### config.mk
export PLATFORM = sky130hd
export DESIGN_NAME = vend_fsm_param_flat
export DESIGN_NICKNAME = d
export VERILOG_FILES = /design/src/rtl/vend_pkg.sv /design/src/rtl/vend_fsm_param_if.sv /design/src/rtl/change_payout.sv /design/src/rtl/vend_fsm_param.sv /design/src/flat_wrapper.sv
export SDC_FILE = /design/constraint.sdc
export NUM_CORES = 1
export LEC_CHECK = 0
export ABC_AREA = 0
export BUFFER_PORTS_ARGS = -buffer_cell sky130_fd_sc_hd__clkbuf_2
export CAP_MARGIN = 0
export CORE_MARGIN = 2
export CORE_UTILIZATION = 25
export DETAILED_ROUTE_END_ITERATION = 8
export GPL_ROUTABILITY_DRIVEN = 0
export PLACE_DENSITY = 0.46
export SLEW_MARGIN = 20
export SYNTH_ARGS = -nofsm -noshare
export SYNTH_HDL_FRONTEND = slang
export SYNTH_SLANG_ARGS = --single-unit
### constraint.sdc
create_clock -name clk -period 3.7 [get_ports clk]
set_clock_uncertainty 0.05 [all_clocks]
set_input_delay 0.185 -clock clk [delete_from_list [all_inputs] [get_ports clk]]
set_output_delay 0.185 -clock clk [all_outputs]
set_load 0.02 [all_outputs]
### src/rtl/vend_pkg.sv
// Shared types, default coin values and width helper for the vending controller.
package vend_pkg;

   typedef enum logic [1:0] {
      ACCUM  = 2'd0,
      VEND   = 2'd1,
      PAYOUT = 2'd2
   } vend_state_e;

   localparam int unsigned DEF_PRICE  = 5;
   localparam int unsigned DEF_COIN_A = 1;
   localparam int unsigned DEF_COIN_B = 2;
   localparam int unsigned DEF_COIN_C = 5;
   localparam int unsigned DEF_CHG_HI = 2;
   localparam int unsigned DEF_CW     = 6;

   // Bits needed to hold the largest credit+coin sum seen before a vend.
   function automatic int unsigned min_cw(input int unsigned price,
                                          input int unsigned coin_a,
                                          input int unsigned coin_b,
                                          input int unsigned coin_c);
      int unsigned mx;
      int unsigned top;
      int unsigned w;
      mx = coin_a;
      if (coin_b > mx) mx = coin_b;
      if (coin_c > mx) mx = coin_c;
      top = price - 1 + mx;
      w = 1;
      for (int i = 1; i < 32; i++) begin
         if ((top >> i) != 0) w = i + 1;
      end
      return w;
   endfunction

endpackage

### src/rtl/vend_fsm_param_if.sv
// Coin/cancel inputs and dispenser/hopper/credit outputs of the vending controller.
interface vend_fsm_param_if
   import vend_pkg::*;
#(
   parameter int unsigned CW = DEF_CW
);
   logic          in_a;
   logic          in_b;
   logic          in_c;
   logic          cancel;
   logic          vend;
   logic          chg_hi;
   logic          chg_lo;
   logic          coin_rej;
   logic          busy;
   logic [CW-1:0] credit;

   modport master (
      output in_a, in_b, in_c, cancel,
      input  vend, chg_hi, chg_lo, coin_rej, busy, credit
   );

   modport slave (
      input  in_a, in_b, in_c, cancel,
      output vend, chg_hi, chg_lo, coin_rej, busy, credit
   );
endinterface

### src/rtl/change_payout.sv
// Serial change emitter: loaded with an amount on start, emits one coin per cycle,
// largest coin first, with done marking the final coin.
module change_payout
   import vend_pkg::*;
#(
   parameter int unsigned CW     = DEF_CW,
   parameter int unsigned CHG_HI = DEF_CHG_HI
) (
   input  logic          clk,
   input  logic          rst,
   input  logic          start,
   input  logic [CW-1:0] amount,
   output logic          chg_hi,
   output logic          chg_lo,
   output logic          done
);

   logic [CW-1:0] rem;
   logic [CW-1:0] rem_d;
   logic [CW-1:0] src_c;
   logic          act_c;
   logic          hi_c;

   // The first coin goes out on the same edge that loads the amount.
   always_comb begin
      src_c = start ? amount : rem;
      act_c = start || (rem != '0);
      hi_c  = src_c >= CW'(CHG_HI);
      rem_d = rem;
      if (act_c) rem_d = hi_c ? (src_c - CW'(CHG_HI)) : (src_c - CW'(1));
   end

   always_ff @(posedge clk) begin
      if (rst) begin
         rem    <= '0;
         chg_hi <= 1'b0;
         chg_lo <= 1'b0;
         done   <= 1'b0;
      end else begin
         rem    <= rem_d;
         chg_hi <= act_c && hi_c;
         chg_lo <= act_c && !hi_c;
         done   <= act_c && (rem_d == '0);
      end
   end

endmodule

### src/rtl/vend_fsm_param.sv
// Parametrised vending controller: accumulates coin credit, vends at PRICE and
// pays change or refunds serially through change_payout.
module vend_fsm_param
   import vend_pkg::*;
#(
   parameter int unsigned PRICE  = DEF_PRICE,
   parameter int unsigned COIN_A = DEF_COIN_A,
   parameter int unsigned COIN_B = DEF_COIN_B,
   parameter int unsigned COIN_C = DEF_COIN_C,
   parameter int unsigned CHG_HI = DEF_CHG_HI,
   parameter int unsigned CW     = DEF_CW
) (
   input logic             clk,
   input logic             rst,
   vend_fsm_param_if.slave bus
);

   localparam logic [1:0] S_ACCUM  = ACCUM;
   localparam logic [1:0] S_VEND   = VEND;
   localparam logic [1:0] S_PAYOUT = PAYOUT;

   if (CW < min_cw(PRICE, COIN_A, COIN_B, COIN_C)) begin : g_cw_chk
      $error("vend_fsm_param: CW too small for PRICE and coin values");
   end
   if (PRICE < 1 || PRICE > 31) begin : g_price_chk
      $error("vend_fsm_param: PRICE out of range 1..31");
   end

   logic [1:0]    state;
   logic [1:0]    state_d;
   logic [CW-1:0] credit_q;
   logic [CW-1:0] credit_d;
   logic [CW-1:0] rem_q;
   logic [CW-1:0] rem_d;
   logic [CW-1:0] val_c;
   logic [CW-1:0] sum_c;
   logic [CW-1:0] amount_c;
   logic          start_c;
   logic          coin_c;
   logic          vend_q;
   logic          busy_q;
   logic          rej_q;
   logic          pay_hi;
   logic          pay_lo;
   logic          pay_done;

   always_comb begin
      state_d  = state;
      credit_d = credit_q;
      rem_d    = rem_q;
      start_c  = 1'b0;
      amount_c = '0;
      coin_c   = bus.in_a | bus.in_b | bus.in_c;
      val_c    = bus.in_c ? CW'(COIN_C) : (bus.in_b ? CW'(COIN_B) : CW'(COIN_A));
      sum_c    = credit_q + val_c;
      case (state)
         S_ACCUM: begin
            // Cancel outranks every coin, even when there is nothing to refund.
            if (bus.cancel) begin
               if (credit_q != '0) begin
                  start_c  = 1'b1;
                  amount_c = credit_q;
                  credit_d = '0;
                  state_d  = S_PAYOUT;
               end
            end else if (coin_c) begin
               if (sum_c < CW'(PRICE)) begin
                  credit_d = sum_c;
               end else begin
                  rem_d    = sum_c - CW'(PRICE);
                  credit_d = '0;
                  state_d  = S_VEND;
               end
            end
         end
         S_VEND: begin
            rem_d = '0;
            if (rem_q != '0) begin
               start_c  = 1'b1;
               amount_c = rem_q;
               state_d  = S_PAYOUT;
            end else begin
               state_d = S_ACCUM;
            end
         end
         S_PAYOUT: begin
            if (pay_done) state_d = S_ACCUM;
         end
         default: state_d = S_ACCUM;
      endcase
   end

   always_ff @(posedge clk) begin
      if (rst) begin
         state    <= S_ACCUM;
         credit_q <= '0;
         rem_q    <= '0;
         vend_q   <= 1'b0;
         busy_q   <= 1'b0;
         rej_q    <= 1'b0;
      end else begin
         state    <= state_d;
         credit_q <= credit_d;
         rem_q    <= rem_d;
         vend_q   <= (state_d == S_VEND);
         busy_q   <= (state_d != S_ACCUM);
         rej_q    <= (state != S_ACCUM) && coin_c;
      end
   end

   change_payout #(
      .CW     (CW),
      .CHG_HI (CHG_HI)
   ) u_payout (
      .clk    (clk),
      .rst    (rst),
      .start  (start_c),
      .amount (amount_c),
      .chg_hi (pay_hi),
      .chg_lo (pay_lo),
      .done   (pay_done)
   );

   assign bus.vend     = vend_q;
   assign bus.busy     = busy_q;
   assign bus.coin_rej = rej_q;
   assign bus.credit   = credit_q;
   assign bus.chg_hi   = pay_hi;
   assign bus.chg_lo   = pay_lo;

endmodule

### src/flat_wrapper.sv
// flat-port wrapper written by rule: the top's interface ports become plain ports
module vend_fsm_param_flat import vend_pkg::*;
#(
   parameter int unsigned PRICE  = DEF_PRICE,
   parameter int unsigned COIN_A = DEF_COIN_A,
   parameter int unsigned COIN_B = DEF_COIN_B,
   parameter int unsigned COIN_C = DEF_COIN_C,
   parameter int unsigned CHG_HI = DEF_CHG_HI,
   parameter int unsigned CW     = DEF_CW
)
  (clk, rst, bus_in_a, bus_in_b, bus_in_c, bus_cancel, bus_vend, bus_chg_hi, bus_chg_lo, bus_coin_rej, bus_busy, bus_credit);
  vend_fsm_param_if #(.CW(CW)) bus_i ();
  input logic clk;
  input logic rst;
  input wire logic [$bits(bus_i.in_a)-1:0] bus_in_a;
  input wire logic [$bits(bus_i.in_b)-1:0] bus_in_b;
  input wire logic [$bits(bus_i.in_c)-1:0] bus_in_c;
  input wire logic [$bits(bus_i.cancel)-1:0] bus_cancel;
  output wire logic [$bits(bus_i.vend)-1:0] bus_vend;
  output wire logic [$bits(bus_i.chg_hi)-1:0] bus_chg_hi;
  output wire logic [$bits(bus_i.chg_lo)-1:0] bus_chg_lo;
  output wire logic [$bits(bus_i.coin_rej)-1:0] bus_coin_rej;
  output wire logic [$bits(bus_i.busy)-1:0] bus_busy;
  output wire logic [$bits(bus_i.credit)-1:0] bus_credit;
  assign bus_i.in_a = bus_in_a;
  assign bus_i.in_b = bus_in_b;
  assign bus_i.in_c = bus_in_c;
  assign bus_i.cancel = bus_cancel;
  assign bus_vend = bus_i.vend;
  assign bus_chg_hi = bus_i.chg_hi;
  assign bus_chg_lo = bus_i.chg_lo;
  assign bus_coin_rej = bus_i.coin_rej;
  assign bus_busy = bus_i.busy;
  assign bus_credit = bus_i.credit;
  vend_fsm_param #(.PRICE(PRICE), .COIN_A(COIN_A), .COIN_B(COIN_B), .COIN_C(COIN_C), .CHG_HI(CHG_HI), .CW(CW)) u_core (.clk(clk), .rst(rst), .bus(bus_i));
endmodule
---- After elaboration in Yosys (flattened, before gate mapping) ----
Cells that the tools add are included.
word-level totals
  output and inout port bits .............. 11
  bits of input ports ..................... 6
  register bits ........................... 26
operators by class
  bitwise gates (word level) .............. 2
  $add $sub $neg .......................... 4
  eq/ne operators ......................... 7
  reductions and logical operators ........ 17
  muxes and demuxes ....................... 28
  magnitude comparators ................... 2
operators by type and width
  kind                   count
  $mux W6                14
  $pmux W6 S2            2
  $reduce_bool A6 Y1     3
  $mux W2                7
  $reduce_bool A2 Y1     4
  $add A6 B6 Y6          1
  $ge A6 B2 Y1 const B   1
  $logic_not A6 Y1       1
  $lt A6 B3 Y1 const B   1
  $pmux W2 S3            1
  $sub A6 B1 Y6 const B  1
  $sub A6 B2 Y6 const B  1
  $sub A6 B3 Y6 const B  1
  $eq A2 B1 Y1 const B   2
  $logic_and A1 B1 Y1    4
  $ne A2 B1 Y1 const B   2
  $ne A2 B2 Y1 const B   2
  $reduce_and A4 Y1      1
  $mux W1                3
  $reduce_and A3 Y1      1
  $eq A2 B2 Y1 const B   1
  $logic_not A2 Y1       1
  $or A1 B1 Y1           2
  $pmux W1 S2            1
  2 further kinds        2

---- Longest topological paths before layout ----
  word-level depth ........................ 10
  depth in mapped cells ................... 11
  gate-level depth less buffers ........... 11

---- Cells and area by module ----
Synthesis repeated with hierarchy kept, for this count alone.
unflattened totals
  cells, all modules ...................... 208
  area total of the unflattened synthesis .. 1761.7 um2
by module, submodules not included
  module          cells an instance  area each (um2)  instances
  vend_fsm_param  144                1142.3           1
  change_payout   64                 619.3            1

---- Worst setup path before layout ----
OpenSTA, ideal clock, no wires.
  path type ............................... reg-to-reg
  start ................................... register u_core.credit_q[4] (netlist: u_core.bus.credit[4])
  end ..................................... register u_core.u_payout.done
  slack ................................... 589 ps
  clock period less this slack ............ 3111 ps
  data arrival time ....................... 2973 ps
  cell stages (with the launch flop) ...... 12
  buffers on the path ..................... 2
  data required time ...................... 3562 ps
  setup time .............................. 88 ps
  path through ............................ dfxtp_1 -> buf_6 -> or3_1 -> buf_2 -> o211ai_4 -> a32oi_1 -> clkinv_1 -> ha_1 -> a311oi_1 -> o211ai_4 -> mux2_4 -> nor4_2
between the ends
  cells in the longest elaborated chain, start to end .. 10
  elaborated cells on any way between the ends .. 16
  classes of those cells .................. 2 x add/sub; 1 x order compare; 9 x mux; 4 x reduce/logical
RTL lines
  item                                         line                   RTL
  start: declaration                           vend_fsm_param.sv:31   logic [CW-1:0] credit_q;
  start signal: assignment                     vend_fsm_param.sv:103  credit_q <= credit_d;
  $reduce_bool A6 Y1                           vend_fsm_param.sv:60   if (credit_q != '0) begin
  $mux W6 or $mux W1 (tied branches)           vend_fsm_param.sv:60
  $mux W6 or $mux W1 (tied branches)           vend_fsm_param.sv:59   if (bus.cancel) begin
  $pmux W6 S2 or $pmux W1 S2 (tied branches)   vend_fsm_param.sv:56   case (state)
  $mux W6                                      change_payout.sv:26    src_c = start ? amount : rem;
  $sub A6 B1 Y6, or another cell as far along  change_payout.sv:30    if (act_c) rem_d = hi_c ? (src_c - CW'(CHG_HI)) : (src_c - CW'(1));
  $mux W6 (2 in series)                        change_payout.sv:30
  $logic_not A6 Y1                             change_payout.sv:43    done <= act_c && (rem_d == '0);
  $logic_and A1 B1 Y1 (*)                      change_payout.sv:43
  end signal: assignment                       change_payout.sv:43
  end: declaration                             change_payout.sv:15    output logic done
Every way passes the cells marked *; elsewhere a longest branch is shown, timed or not.
A chain may end at the register's enable or synchronous reset.

---- Worst setup path after layout ----
Same ends and word-level chain as after synthesis.

==> metrics <==
Slew HR=62.67%; Via-to-Cell Ratio=5.054; Final Slew Violations=0; Initial Util=26.03%; Simple-Gate Fraction of Synth Area=24.70%; Pre-antenna DRT Iters=8; crit start category=flip-flop; Total Neg Setup Slack=0 ps; fmax=0.2981 GHz; CTS Sinks=26; Async SR Flop Fraction=0%; post-synthesis mux area share=2.096%; synth warn=0; failing checks=DRC; Antenna Cells=0; GRT overflow=0; GR Util All Layers=11.99%; die area=7356 µm²; Area growth, synth to finish=13.62%; DR WL/cell=14.05 µm; Layout Cells excl Fill=295; # hold bufs at CTS=0; Mapped Cells=201; core area=6422 µm²; count of cell types in the netlist=54; share of the synthesized area in the top cell type=31.14%; Die X=85.77 µm; CP endpoint=u_core.u_payout.done; hold crit path type=primary input to flip-flop; CTS buffer count=3; crit end category=flip-flop; Total Routed Length=4146 µm; post-cts resize count=0; post-synthesis average cell area=8.316 µm²; port bufs=16; I/O pin count=17; Max Cap Violations=0; syn nets=215; post-synthesis xor/xnor area fraction=2.620%; Starting DRT DRC Count=161; pwr/cell area=669.7 nW/µm²; Final #Nets=233; Die H=85.77 µm; initial antenna violation count=0; top post-synthesis cells by area=dfxtp_1, ha_1, o21ai_0, nand2_1, a21oi_1; Pleak=0.0007809 µW; Final ANT Viol Nets=0; clock slew at the register clock pins of the worst setup and hold paths=90 ps; Final HPWL DP=3269 µm; mapped cell area=1672 µm²; crit path time final=3355 ps; synth cell count leaders=dfxtp_1, nand2_1, o21ai_0; post-synthesis sequential area ratio=31.14%; Site Rows=29; Synth Area in Adders=6.437%; via count=1491; Root Buffer Master=clkbuf_8; top_reg_cell synth=dfxtp_1; largest net degree at the start of global routing=15; class of the most critical setup path=flip-flop to flip-flop; Post-synth EDFFs=0; CTS tree=done; Reg-to-Reg End=u_core.u_payout.done; fin crit share=90.67%; launch point of the worst reg-to-reg path=u_core.bus.credit[4]; H-tree levels=1; Worst Reg-to-Reg Cells=9; Placed Cells=291; most frequent cell after synthesis=dfxtp_1; first-pass GRT wire length=7044 µm; complex-gate fraction of the synthesized area=28.29%; Fin. Hold Viols=0; CTS Buffer Depth=2; # DRC=2; post-CTS setup buffers=0; crit-path max FO=10; Setup violations, final=0; Max VDD drop=123.8 µV; number of global-route vias before repair=1396; CP required=3850 ps; worst slew pin tran=559.9 ps; crit path from=u_core.bus.credit[4]; RSZ-0062 raised after global routing=no; Synth Register Bits=26; combinational family with the most area after synthesis=compound AO/OA/AOI/OAI gates; Yosys top cell by area=dfxtp_1; clk_lat worst skew=270 ps; CP Data Arrival Time=3500 ps; status=finished, violations left; share of cells above drive strength 1=15.60%; Reg2Reg Setup Slack=350 ps
==> layout make-up <==
cell class | instances | area, µm²
fillers | 693 | 4523
multi-input cells | 157 | 1072
flip-flops and latches | 26 | 520.5
repair buffers | 21 | 117.6
well taps | 77 | 96.34
clock buffers | 4 | 55.05
inverters | 10 | 37.54
==> cells by family (layout without fill, tap and decap cells) <==
kind of cell	Yosys count	count (layout)
fa+ha+maj	8	8
xor+xnor	5	5
mux	3	3
simple gates	77	77
compound gates	64	64
flops	26	26
buf+inv	18	35
==> stage by stage <==
stage	setup slack (ps)	total power [µW]	util (%)	hold WS [ps]	area (µm²)
after floorplan	588.8	937.8	-	324.0	1672
after global placement	475.0	1106	28.72	426.8	1844
after detailed placement	375.6	1085	28.72	431.9	1844
after CTS	347.4	1277	29.57	157.9	1899
after global routing	47.29	1384	29.57	185.1	1899
final	345.3	1272	29.57	169.4	1899
==> layer usage <==
metal | share of wire (%) | wire [µm] | track usage [%]
met3 | 3.5 | 146 | 1.925
met1 | 52 | 2166 | 17.48
met4 | 1.5 | 63 | 4.329
met2 | 43 | 1769 | 17.76
met5 | 0 | 0 | 0
==> where the power goes <==
part / switching (µW) / total (µW) / internal, µW
Sequential: 46.3 / 389 / 342
Combinational: 397 / 695 / 298
Clock: 92.8 / 188 / 95.3
==> worst max-delay path, stage by stage, from the launching register on <==
cell	delay, ps
dfxtp_1	490
or3_1	280
o211ai_4	170
a32oi_1	540
clkinv_1	270
ha_1	280
a311oi_1	420
o211ai_4	200
mux2_4	340
nor4_2	230
==> placed cells by master (no fill, tap or decap), types with 5 or more instances in the layout <==
cell type   n
o21ai_0    16
nand2b_1    5
buf_4       5
nand2_1    17
nor2_1     14
nor2b_1     5
or3_1       9
clkbuf_2   16
a21oi_1    12
inv_1       8
dfxtp_1    26
nor3_1      7
ha_1        7
==> flip-flops by register name, summed over array words and instances (netlist names) <==
register / flops
u_core.state: 2
u_core.bus.vend: 1
u_core.bus.busy: 1
u_core.bus.coin_rej: 1
u_core.u_payout.done: 1
u_core.u_payout.chg_hi: 1
u_core.u_payout.chg_lo: 1
u_core.u_payout.rem: 6
u_core.rem_q: 6
u_core.bus.credit: 6
==> worst min path at each step <==
stage | from | end | cells after the start
final | rst | u_core.bus.credit[0] | 2
after global routing | rst | u_core.state[1] | 2
after CTS | rst | u_core.bus.credit[0] | 2
after detailed placement | u_core.rem_q[4] | u_core.rem_q[4] | 2
after global placement | u_core.rem_q[1] | u_core.rem_q[1] | 1
after floorplan | bus_in_c | u_core.bus.coin_rej | 2
Power figures use the tool's default switching activity.
